<file path="src/rtl/alu_pkg.sv">
// rtl/alu_pkg.sv - shared ALU opcodes, MIPS opcode/funct constants and issue record types
package alu_pkg;

    localparam int CNT_W_DEF = 16;

    localparam logic [3:0] ALU_AND     = 4'b0000;
    localparam logic [3:0] ALU_OR      = 4'b0001;
    localparam logic [3:0] ALU_ADD     = 4'b0010;
    localparam logic [3:0] ALU_SLL     = 4'b0011;
    localparam logic [3:0] ALU_SRL     = 4'b0100;
    localparam logic [3:0] ALU_SUB     = 4'b0110;
    localparam logic [3:0] ALU_SLT     = 4'b0111;
    localparam logic [3:0] ALU_ADDU    = 4'b1000;
    localparam logic [3:0] ALU_SUBU    = 4'b1001;
    localparam logic [3:0] ALU_XOR     = 4'b1010;
    localparam logic [3:0] ALU_SLTU    = 4'b1011;
    localparam logic [3:0] ALU_NOR     = 4'b1100;
    localparam logic [3:0] ALU_SRA     = 4'b1101;
    localparam logic [3:0] ALU_LUI     = 4'b1110;
    localparam logic [3:0] ALU_ILLEGAL = 4'b1111;

    localparam logic [5:0] OP_RTYPE = 6'h00;
    localparam logic [5:0] OP_BEQ   = 6'h04;
    localparam logic [5:0] OP_BNE   = 6'h05;
    localparam logic [5:0] OP_ADDI  = 6'h08;
    localparam logic [5:0] OP_ADDIU = 6'h09;
    localparam logic [5:0] OP_SLTI  = 6'h0A;
    localparam logic [5:0] OP_SLTIU = 6'h0B;
    localparam logic [5:0] OP_ANDI  = 6'h0C;
    localparam logic [5:0] OP_ORI   = 6'h0D;
    localparam logic [5:0] OP_XORI  = 6'h0E;
    localparam logic [5:0] OP_LUI   = 6'h0F;
    localparam logic [5:0] OP_LW    = 6'h23;
    localparam logic [5:0] OP_SW    = 6'h2B;

    localparam logic [5:0] FN_SLL  = 6'h00;
    localparam logic [5:0] FN_SRL  = 6'h02;
    localparam logic [5:0] FN_SRA  = 6'h03;
    localparam logic [5:0] FN_SLLV = 6'h04;
    localparam logic [5:0] FN_SRLV = 6'h06;
    localparam logic [5:0] FN_SRAV = 6'h07;
    localparam logic [5:0] FN_ADD  = 6'h20;
    localparam logic [5:0] FN_ADDU = 6'h21;
    localparam logic [5:0] FN_SUB  = 6'h22;
    localparam logic [5:0] FN_SUBU = 6'h23;
    localparam logic [5:0] FN_AND  = 6'h24;
    localparam logic [5:0] FN_OR   = 6'h25;
    localparam logic [5:0] FN_XOR  = 6'h26;
    localparam logic [5:0] FN_NOR  = 6'h27;
    localparam logic [5:0] FN_SLT  = 6'h2A;
    localparam logic [5:0] FN_SLTU = 6'h2B;

    // Operand-routing class chosen by the opcode/funct decode.
    typedef enum logic [3:0] {
        SEL_NONE,
        SEL_RR,
        SEL_SHAMT,
        SEL_SHV,
        SEL_IMM_S,
        SEL_IMM_Z,
        SEL_LUI,
        SEL_STORE,
        SEL_BRANCH
    } operand_sel_e;

    typedef struct packed {
        logic [3:0]  alu_ctrl;
        logic [31:0] bus_a;
        logic [31:0] bus_b;
        logic [4:0]  dest_reg;
        logic        reg_write;
        logic        illegal_op;
    } issue_op_t;

    function automatic logic [31:0] sext16(input logic [15:0] imm);
        return {{16{imm[15]}}, imm};
    endfunction

endpackage

</file>
<file path="src/rtl/alu_decode.sv">
// rtl/alu_decode.sv - combinational MIPS decode into ALU opcode, operands and writeback target
module alu_decode
    import alu_pkg::*;
(
    input  logic [31:0] Instr,
    input  logic [31:0] RsData,
    input  logic [31:0] RtData,
    output logic [3:0]  ALUCtrl,
    output logic [31:0] BusA,
    output logic [31:0] BusB,
    output logic [4:0]  DestReg,
    output logic        RegWrite,
    output logic        IllegalOp
);

    logic [5:0]   w_op;
    logic [5:0]   w_fn;
    logic [4:0]   w_rt;
    logic [4:0]   w_rd;
    logic [4:0]   w_shamt;
    logic [15:0]  w_imm;
    logic         w_unused_rs;
    operand_sel_e w_sel;

    assign w_op        = Instr[31:26];
    assign w_rt        = Instr[20:16];
    assign w_rd        = Instr[15:11];
    assign w_shamt     = Instr[10:6];
    assign w_fn        = Instr[5:0];
    assign w_imm       = Instr[15:0];
    assign w_unused_rs = ^Instr[25:21];

    always_comb begin
        ALUCtrl = ALU_ILLEGAL;
        w_sel   = SEL_NONE;
        case (w_op)
            OP_RTYPE: begin
                case (w_fn)
                    FN_ADD:  begin ALUCtrl = ALU_ADD;  w_sel = SEL_RR;    end
                    FN_ADDU: begin ALUCtrl = ALU_ADDU; w_sel = SEL_RR;    end
                    FN_SUB:  begin ALUCtrl = ALU_SUB;  w_sel = SEL_RR;    end
                    FN_SUBU: begin ALUCtrl = ALU_SUBU; w_sel = SEL_RR;    end
                    FN_AND:  begin ALUCtrl = ALU_AND;  w_sel = SEL_RR;    end
                    FN_OR:   begin ALUCtrl = ALU_OR;   w_sel = SEL_RR;    end
                    FN_XOR:  begin ALUCtrl = ALU_XOR;  w_sel = SEL_RR;    end
                    FN_NOR:  begin ALUCtrl = ALU_NOR;  w_sel = SEL_RR;    end
                    FN_SLT:  begin ALUCtrl = ALU_SLT;  w_sel = SEL_RR;    end
                    FN_SLTU: begin ALUCtrl = ALU_SLTU; w_sel = SEL_RR;    end
                    FN_SLL:  begin ALUCtrl = ALU_SLL;  w_sel = SEL_SHAMT; end
                    FN_SRL:  begin ALUCtrl = ALU_SRL;  w_sel = SEL_SHAMT; end
                    FN_SRA:  begin ALUCtrl = ALU_SRA;  w_sel = SEL_SHAMT; end
                    FN_SLLV: begin ALUCtrl = ALU_SLL;  w_sel = SEL_SHV;   end
                    FN_SRLV: begin ALUCtrl = ALU_SRL;  w_sel = SEL_SHV;   end
                    FN_SRAV: begin ALUCtrl = ALU_SRA;  w_sel = SEL_SHV;   end
                    default: ;
                endcase
            end
            OP_ADDI:  begin ALUCtrl = ALU_ADD;  w_sel = SEL_IMM_S;  end
            OP_ADDIU: begin ALUCtrl = ALU_ADDU; w_sel = SEL_IMM_S;  end
            OP_SLTI:  begin ALUCtrl = ALU_SLT;  w_sel = SEL_IMM_S;  end
            OP_SLTIU: begin ALUCtrl = ALU_SLTU; w_sel = SEL_IMM_S;  end
            OP_ANDI:  begin ALUCtrl = ALU_AND;  w_sel = SEL_IMM_Z;  end
            OP_ORI:   begin ALUCtrl = ALU_OR;   w_sel = SEL_IMM_Z;  end
            OP_XORI:  begin ALUCtrl = ALU_XOR;  w_sel = SEL_IMM_Z;  end
            OP_LUI:   begin ALUCtrl = ALU_LUI;  w_sel = SEL_LUI;    end
            OP_LW:    begin ALUCtrl = ALU_ADD;  w_sel = SEL_IMM_S;  end
            OP_SW:    begin ALUCtrl = ALU_ADD;  w_sel = SEL_STORE;  end
            OP_BEQ,
            OP_BNE:   begin ALUCtrl = ALU_SUB;  w_sel = SEL_BRANCH; end
            default: ;
        endcase
    end

    // Shifts put the shifted value (rt) on BusA and the amount on BusB.
    always_comb begin
        BusA     = '0;
        BusB     = '0;
        DestReg  = '0;
        RegWrite = 1'b0;
        case (w_sel)
            SEL_RR:     begin BusA = RsData; BusB = RtData;               DestReg = w_rd; RegWrite = 1'b1; end
            SEL_SHAMT:  begin BusA = RtData; BusB = {27'b0, w_shamt};     DestReg = w_rd; RegWrite = 1'b1; end
            SEL_SHV:    begin BusA = RtData; BusB = {27'b0, RsData[4:0]}; DestReg = w_rd; RegWrite = 1'b1; end
            SEL_IMM_S:  begin BusA = RsData; BusB = sext16(w_imm);        DestReg = w_rt; RegWrite = 1'b1; end
            SEL_IMM_Z:  begin BusA = RsData; BusB = {16'b0, w_imm};       DestReg = w_rt; RegWrite = 1'b1; end
            SEL_LUI:    begin BusA = '0;     BusB = {16'b0, w_imm};       DestReg = w_rt; RegWrite = 1'b1; end
            SEL_STORE:  begin BusA = RsData; BusB = sext16(w_imm);        DestReg = w_rt; end
            SEL_BRANCH: begin BusA = RsData; BusB = RtData; end
            default: ;
        endcase
        if (DestReg == 5'd0) begin
            RegWrite = 1'b0;
        end
    end

    assign IllegalOp = (w_sel == SEL_NONE);

endmodule

</file>
<file path="src/rtl/alu_issue.sv">
// rtl/alu_issue.sv - one-entry registered ALU issue stage with valid/ready handshake and issue counter
module alu_issue
    import alu_pkg::*;
#(
    parameter int CNT_W = CNT_W_DEF
) (
    input  logic             CLK,
    input  logic             Reset_L,
    input  logic             InValid,
    output logic             InReady,
    input  logic [31:0]      Instr,
    input  logic [31:0]      RsData,
    input  logic [31:0]      RtData,
    input  logic             Flush,
    output logic             OutValid,
    input  logic             OutReady,
    output logic [31:0]      BusA,
    output logic [31:0]      BusB,
    output logic [3:0]       ALUCtrl,
    output logic [4:0]       DestReg,
    output logic             RegWrite,
    output logic             IllegalOp,
    output logic [CNT_W-1:0] IssueCount
);

    issue_op_t        w_dec;
    issue_op_t        r_op;
    logic             r_valid;
    logic [CNT_W-1:0] r_cnt;
    logic             w_in_ready;

    alu_decode u_decode (
        .Instr     (Instr),
        .RsData    (RsData),
        .RtData    (RtData),
        .ALUCtrl   (w_dec.alu_ctrl),
        .BusA      (w_dec.bus_a),
        .BusB      (w_dec.bus_b),
        .DestReg   (w_dec.dest_reg),
        .RegWrite  (w_dec.reg_write),
        .IllegalOp (w_dec.illegal_op)
    );

    assign w_in_ready = !r_valid || OutReady;

    // Flush only drops the valid bit; the payload is don't-care once invalid.
    always_ff @(posedge CLK or negedge Reset_L) begin
        if (!Reset_L) begin
            r_valid <= 1'b0;
            r_op    <= '0;
        end else if (Flush) begin
            r_valid <= 1'b0;
        end else if (w_in_ready) begin
            r_valid <= InValid;
            if (InValid) begin
                r_op <= w_dec;
            end
        end
    end

    always_ff @(posedge CLK or negedge Reset_L) begin
        if (!Reset_L) begin
            r_cnt <= '0;
        end else if (r_valid && OutReady) begin
            r_cnt <= r_cnt + CNT_W'(1);
        end
    end

    assign InReady    = w_in_ready;
    assign OutValid   = r_valid;
    assign BusA       = r_op.bus_a;
    assign BusB       = r_op.bus_b;
    assign ALUCtrl    = r_op.alu_ctrl;
    assign DestReg    = r_op.dest_reg;
    assign RegWrite   = r_op.reg_write;
    assign IllegalOp  = r_op.illegal_op;
    assign IssueCount = r_cnt;

endmodule

</file>
<file path="config.mk">
export PLATFORM = sky130hd
export DESIGN_NAME = alu_issue
export DESIGN_NICKNAME = d
export VERILOG_FILES = /design/src/rtl/alu_pkg.sv /design/src/rtl/alu_decode.sv /design/src/rtl/alu_issue.sv
export SDC_FILE = /design/constraint.sdc
export NUM_CORES = 1
export LEC_CHECK = 0
export BUFFER_PORTS_ARGS = -buffer_cell sky130_fd_sc_hd__buf_4
export CELL_PAD_IN_SITES_DETAIL_PLACEMENT = 1
export CELL_PAD_IN_SITES_GLOBAL_PLACEMENT = 1
export CORE_ASPECT_RATIO = 0.9
export CORE_MARGIN = 2
export CORE_UTILIZATION = 38
export DETAILED_ROUTE_END_ITERATION = 12
export GPL_TIMING_DRIVEN = 0
export MAX_ROUTING_LAYER = met4
export PLACE_DENSITY = 0.88
export RECOVER_POWER = 50
export SLEW_MARGIN = 40
export SYNTH_ARGS = -nofsm -noshare
export SYNTH_HDL_FRONTEND = slang
export SYNTH_SLANG_ARGS = --single-unit
</file>
<file path="constraint.sdc">
create_clock -name CLK -period 3.35 [get_ports CLK]
set_input_delay 0.67 -clock CLK [delete_from_list [all_inputs] [get_ports CLK]]
set_output_delay 0.67 -clock CLK [all_outputs]
set_load 0.02 [all_outputs]
</file>
==> flow_summary.yaml, run 1 <==
yosys:
  synthCells: 491
  avgSynthCellArea_um2: 9.35
  yosys_warnings: 0
  ys_seq_area_share_pct: 50.1
  synthDistinctLibCells: 52
  synth_compound_area_share_pct: 27.5
  synthMuxAreaShare_pct: 0.245
  async_flop_share_pct: 100
  synth_fa_ha_area_share_pct: 0.272
  synth-main-ff-cell: "dfrtp_1"
  synth_simple_gate_area_share_pct: 14.5
  ys_seq_elements: 92
  synth_xor_area_share_pct: 3.41
  synth-edff-count: 0
  synth_nets: 593
  synth_top_family_by_area: "compound AO/OA/AOI/OAI gates"
  synth.cell_area_mm2: 0.00459
global_route:
  antenna_found_initial: 0
  grt_pass1_vias: 4845
  grt_max_degree: 93
  grt_first_pass_wirelength_um: 26600
  track_usage_pct: 27.5
  grt_overflow: 0
placement:
  gp_congestion: 0.844
  hpwl_um: 13100
  port_buffers: 181
detailed_routing:
  wl_per_cell_um: 20.3
  drt_wl_total_um: 17300
  first_pass_iters: 5
  first_iter_violations: 310
  detail-route-antenna-nets: 0
  drc: 0
  dr_total_vias: 4731
  avgViaCountPerCell: 5.58
worst_setup_path:
  crit_fanout: 10
  critPathArrivalTime_ps: 3230
  worstSetupStartpointType: "primary input"
  end_kind: "flop"
  cp.required_ps: 3630
  critical_path_class: "in -> reg"
power:
  p_leak_nw: 2.79
  power.density_mw_per_mm2: 496
  ir_drop_v: 0.000356
floorplan:
  io_pins: 194
  initial_core_util_pct: 38.5
  rows: 38
  die_w_um: 120
  die_area_mm2: 0.0130
  die-height_um: 108
  core_area_mm2: 0.0119
flow_run:
  maxCapViolations: 1
cts:
  clkSlewWorstSetupHoldPaths_ps: 60
  cts_setup_buffers: 0
  cts-hold-fix-buffers: 0
  clock_sinks: 92
  root_buffer: "clkbuf_16"
  clk_latency_ps: 350
  ctsResizeCount: 0
  htree_levels: 3
  cts_tree: "built"
  cts_inserted_buffers: 9
  cts_buffer_depth: 2
sta:
  post-route-period-util_pct: 88.2
  holdWs_ps: 481
  finClkSkew_ps: 4.11
  setup_violations: 0
  max_slew_margin_pct: -58.9
  period_needed_ps: 2950
  finalHoldViolCount: 0
  rsz0062_at_grt: "false"
  setup-tns-final_ps: 0
  finalMaxSlewViolations: 93
  worstMarginPinSlew_ps: 2380
  maxClockFrequency_ghz: 0.339
layout:
  drive_gt1_share_pct: 25.9
  antenna_cells: 0
  syn2layout_area_growth_pct: 38.9
  fillers: 1429
  layout.nets: 786
status:
  violations: "capacitance limit, slew limit"
  outcome: "complete, but fails checks"
min_path:
  hold_path_class: "reg -> reg"
## layout make-up
| cell class | count | area [µm²] | share of cell area [%] |
|---|---|---|---|
| Multi-Input combinational cell | 354 | 2110 | 33.1 |
| Buffer | 38 | 155 | 2.43 |
| Clock inverter | 5 | 125 | 1.96 |
| Sequential cell | 92 | 2300 | 36.1 |
| Tap cell | 160 | 200 | 3.14 |
| Clock buffer | 10 | 229 | 3.59 |
| Timing Repair Buffer | 182 | 1230 | 19.3 |
| Inverter | 7 | 26.3 | 0.412 |
## routing by layer
metal | vias to the layer above | track usage (%) | wire [µm]
li1 | 2185 | - | -
met1 | 2340 | 33.4 | 7370
met2 | 177 | 44.8 | 8250
met3 | 29 | 8.28 | 1350
met4 | 0 | 7.39 | 277
met5 | - | - | 0
## path summary, 6_finish.rpt
kind / end / slack [ps] / depth (start not counted) / startpoint
hold / removal: DestReg[4] / 480 / 2 / DestReg[4]
setup reg to reg: BusB[12] / 930 / 7 / OutValid
min in group asynchronous: BusA[25] / 1010 / 1 / Reset_L
setup / recovery: BusB[23] / 400 / 9 / Instr[27]
max in group asynchronous: DestReg[1] / 920 / 1 / Reset_L
hold reg to reg: DestReg[4] / 480 / 2 / DestReg[4]
## power breakdown
group,total (W),leakage (nW),internal [W],switching (W)
clock network,0.00124,0.173,0.000800,0.000436
registers,0.00129,1.24,0.00120,0.0000847
logic,0.000642,1.38,0.000260,0.000382
total,0.00316,2.79,0.00226,0.000902
## synthesized netlist by cell type, types with 2 or more instances
cell / n / area share [%]
xnor2_1: 13 / 2.5
clkbuf_1: 29 / 2.4
a22oi_1: 65 / 11
or4_1: 3 / 0.49
o32a_1: 2 / 0.44
buf_2: 7 / 0.76
and2_1: 3 / 0.41
nand3_1: 9 / 0.98
nand2b_1: 4 / 0.54
and4_1: 2 / 0.38
inv_1: 7 / 0.57
nand2_1: 76 / 6.2
a21o_1: 3 / 0.49
nor3_1: 6 / 0.65
nor2b_1: 6 / 0.82
a41oi_1: 2 / 0.38
nor2_1: 24 / 2.0
xor2_1: 3 / 0.57
o21ai_1: 27 / 2.9
a21oi_1: 15 / 1.6
o21ai_0: 45 / 4.9
a211oi_1: 6 / 0.98
dfrtp_1: 92 / 50
o21bai_1: 3 / 0.49
a222oi_1: 5 / 1.1
nand4_1: 3 / 0.41
a32oi_1: 6 / 1.1
## flip-flops by register name (all words and copies together) (netlist names)
register and count:
BusA 32, BusB 32, IssueCount 16, DestReg 5
ALUCtrl 4, IllegalOp 1, OutValid 1, RegWrite 1
## worst max-delay path, stage by stage
cell	delay [ps]
buf_4	90
clkbuf_1	310
nand4b_1	220
a21oi_1	590
and2_1	210
clkbuf_1	320
clkbuf_1	470
a22oi_1	190
o21ai_1	150
## layout by cell type, fill, tap and decap left out, types with 3 or more instances in the layout
| cell type | count |
|---|---|
| nor3_1 | 6 |
| bufinv_16 | 4 |
| a21o_1 | 3 |
| a211oi_1 | 6 |
| inv_1 | 7 |
| or4_1 | 3 |
| a21oi_1 | 15 |
| buf_2 | 7 |
| xor2_1 | 3 |
| nand2b_1 | 4 |
| dfrtp_1 | 92 |
| a22oi_1 | 65 |
| clkbuf_1 | 66 |
| a222oi_1 | 5 |
| xnor2_1 | 13 |
| buf_4 | 146 |
| nor2_1 | 24 |
| nor2b_1 | 6 |
| clkbuf_16 | 9 |
| nand4_1 | 3 |
| a32oi_1 | 6 |
| nand3_1 | 9 |
| nand2_1 | 76 |
| o21ai_1 | 27 |
| o21ai_0 | 45 |
| o21bai_1 | 3 |
## kinds of logic (layout without fill, tap and decap cells)
kind of cell               after synthesis  in the layout
AOI/OAI and AO/OA                      190            190
and+or+nand+nor                        145            145
DFF                                     92             92
buffers and inverters                   45            242
xor gates and xnor gates                17             17
adders and majority gates                1              1
muxes                                    1              1
## through the flow
step / total power (W) / area [µm²] / utilization [%] / worst slack, ps / cells
after floorplan: 0.00161 / 4590 / - / 750 / 491
after global placement: 0.00194 / 6150 / 51.5 / 191 / 832
after detailed placement: 0.00198 / 6170 / 51.7 / 151 / 833
after CTS: 0.00322 / 6520 / 54.6 / 502 / 848
after global routing: 0.00329 / 6380 / 53.5 / 252 / 848
final: 0.00316 / 6380 / 53.5 / 397 / 848
Power figures use the tool's default switching activity.
==> run 2, diff against run 1 <==
--- a/config.mk
+++ b/config.mk
@@ -10,12 +10,13 @@
 export CELL_PAD_IN_SITES_GLOBAL_PLACEMENT = 1
 export CORE_ASPECT_RATIO = 0.9
 export CORE_MARGIN = 2
-export CORE_UTILIZATION = 38
+export CORE_UTILIZATION = 30
 export DETAILED_ROUTE_END_ITERATION = 12
 export GPL_TIMING_DRIVEN = 0
 export MAX_ROUTING_LAYER = met4
-export PLACE_DENSITY = 0.88
+export PLACE_DENSITY = 0.72
 export RECOVER_POWER = 50
+export REMOVE_ABC_BUFFERS = 1
 export SLEW_MARGIN = 40
 export SYNTH_ARGS = -nofsm -noshare
 export SYNTH_HDL_FRONTEND = slang
==> run 2 against run 1 <==
Against the previous run: the flow still finishes with violations (capacitance limit, slew limit); first-iteration DRC count fell by 30%; non-clock buffer count fell by 16; clock power down 12%; worst hold slack about the same; sequential share of layout area fell by 0.54 points; critical path type unchanged; critical endpoint is now BusB[21].
==> flow_summary.yaml, run 2 (same netlist as run 1, synthesis figures left out) <==
status:
  outcome: "complete, but fails checks"
  violations: "capacitance limit, slew limit"
sta:
  finalHoldViolCount: 0
  worstMarginPinSlew_ps: 2340
  period_needed_ps: 3040
  maxClockFrequency_ghz: 0.329
  max_slew_margin_pct: -55.7
  setup_violations: 0
  post-route-period-util_pct: 90.8
  rsz0062_at_grt: "false"
  finalMaxSlewViolations: 93
  finClkSkew_ps: 9.86
worst_setup_path:
  critical_path_class: "in -> reg"
  reg2reg_depth: 9
  cp_slowest_cell: "or4_4"
  crit_path_start: "Instr[31]"
  end_kind: "flop"
  critPathCapture: "BusB[21]"
  crit_chain: "buf_4 > or4_4 > nor3_4 > a32oi_1 > o221ai_2 > nand2_2 > o21ai_1"
  critPathArrivalTime_ps: 3300
  slowest_delay_ps: 570
  r2r_end: "BusA[15]"
  cp.required_ps: 3610
  crit_fanout: 27
  reg2reg_from: "OutValid"
  r2r_slack_ps: 960
  worstSetupStartpointType: "primary input"
global_route:
  busiest_layer: "met2"
  grt_pass1_vias: 4887
  antenna_found_initial: 0
  grt_overflow: 0
  grt_max_degree: 93
  grt.met1_usage_pct: 26.9
  grt_first_pass_wirelength_um: 26500
  track_usage_pct: 21.4
  use_met2_pct: 35.0
  grt.met3_usage_pct: 4.80
floorplan:
  die-height_um: 121
  initial_core_util_pct: 31.0
  io_pins: 194
  die_area_mm2: 0.0163
  rows: 42
  core_area_mm2: 0.0148
  die_w_um: 134
detailed_routing:
  avgViaCountPerCell: 5.34
  first_iter_violations: 217
  first_pass_iters: 5
  drt_wl_total_um: 16500
  dr_total_vias: 4647
  detail-route-antenna-nets: 0
  wl_per_cell_um: 19.0
  drc: 0
layout:
  stdcell_count: 871
  syn2layout_area_growth_pct: 41.1
  layout_commonest_cell: "buf_4"
  fillers: 1770
  drive_gt1_share_pct: 29.1
  layout_common_cells: "buf_4 (158), dfrtp_1 (92), nand2_1 (76)"
  final_cell_area_mm2: 0.00648
  layout.nets: 770
  antenna_cells: 0
cts:
  clkSlewWorstSetupHoldPaths_ps: 80
  root_buffer: "clkbuf_16"
  cts-hold-fix-buffers: 0
  clock_sinks: 92
  htree_levels: 3
  clk_latency_ps: 350
  cts_tree: "built"
  cts_buffer_depth: 2
  cts_inserted_buffers: 9
  ctsResizeCount: 0
placement:
  place_inst: 854
  gp_congestion: 0.804
  dpl_cell_area_mm2: 0.00630
  hpwl_um: 12300
  port_buffers: 188
flow_run:
  maxCapViolations: 1
power:
  power.density_mw_per_mm2: 467
  finalPower_w: 0.00302
  ir_drop_v: 0.000298
  p_leak_nw: 2.81
min_path:
  hold_path_class: "in -> reg"
  whs_path_depth: 2
-- run 2: changes by cell type in the layout (fill, tap and decap cells not counted), moves of 2 or more --
cell        change
buf_6           +4
buf_4          +12
inv_8           +2
bufinv_16       -3
clkbuf_1       -29
buf_2           -5
clkinvlp_4      +2
-- run 2: cell type report --
type / instances / area (µm²) / share of cell area, %
flip-flops and latches: 92 / 2300 / 35.5
multi-input cells: 354 / 2160 / 33.3
repair buffers: 204 / 1430 / 22.0
well taps: 198 / 248 / 3.82
clock buffers: 9 / 225 / 3.48
clock inverters: 7 / 92.6 / 1.43
inverters: 7 / 26.3 / 0.406
-- run 2: through the flow --
step	util [%]	setup TNS, ps	setup slack (ps)	hold slack (ps)
3_3_place_gp	41.1	-234230	-4050	467
3_5_place_dp	42.5	-3430	-200	477
5_1_grt	43.7	0	103	475
4_1_cts	44.7	0	193	358
2_1_floorplan	-	-53780	-997	374
6_report	43.7	0	310	482
-- run 2: how the worst min path moves through the flow --
| stage | from | end | slack, ps |
|---|---|---|---|
| global placement | IssueCount[15] | IssueCount[15] | 470 |
| CTS | Reset_L | IssueCount[0] | 360 |
| floorplan | Reset_L | ALUCtrl[0] | 370 |
| finish | Flush | OutValid | 480 |
| global route | Flush | OutValid | 480 |
| detailed placement | BusB[23] | BusB[23] | 480 |
-- run 2: power breakdown --
part,leakage (nW),internal [W],switching [W]
Combinational,1.43,0.000272,0.000382
Sequential,1.24,0.00120,0.0000808
Clock,0.149,0.000598,0.000491
-- run 2: worst max-delay path: cells and delay by family --
family	cells	cell delay (ps)
AND/OR/NAND/NOR	3	1480
buffers and inverters	1	150
AO/OA/AOI/OAI	3	960
-- run 2: metal layers --
metal | vias to the layer above | wire, µm | share of wire (%)
li1 | 2155 | - | -
met3 | 17 | 1080 | 6.5
met5 | - | 0 | 0
met2 | 156 | 7900 | 48
met4 | 0 | 195 | 1.2
met1 | 2319 | 7370 | 45
-- run 2: what timing repair did --
action	4_1_cts	5_1_grt
buffers inserted	0	1
hold endpoints to repair	0	0
endpoints found under the setup margin	0	2
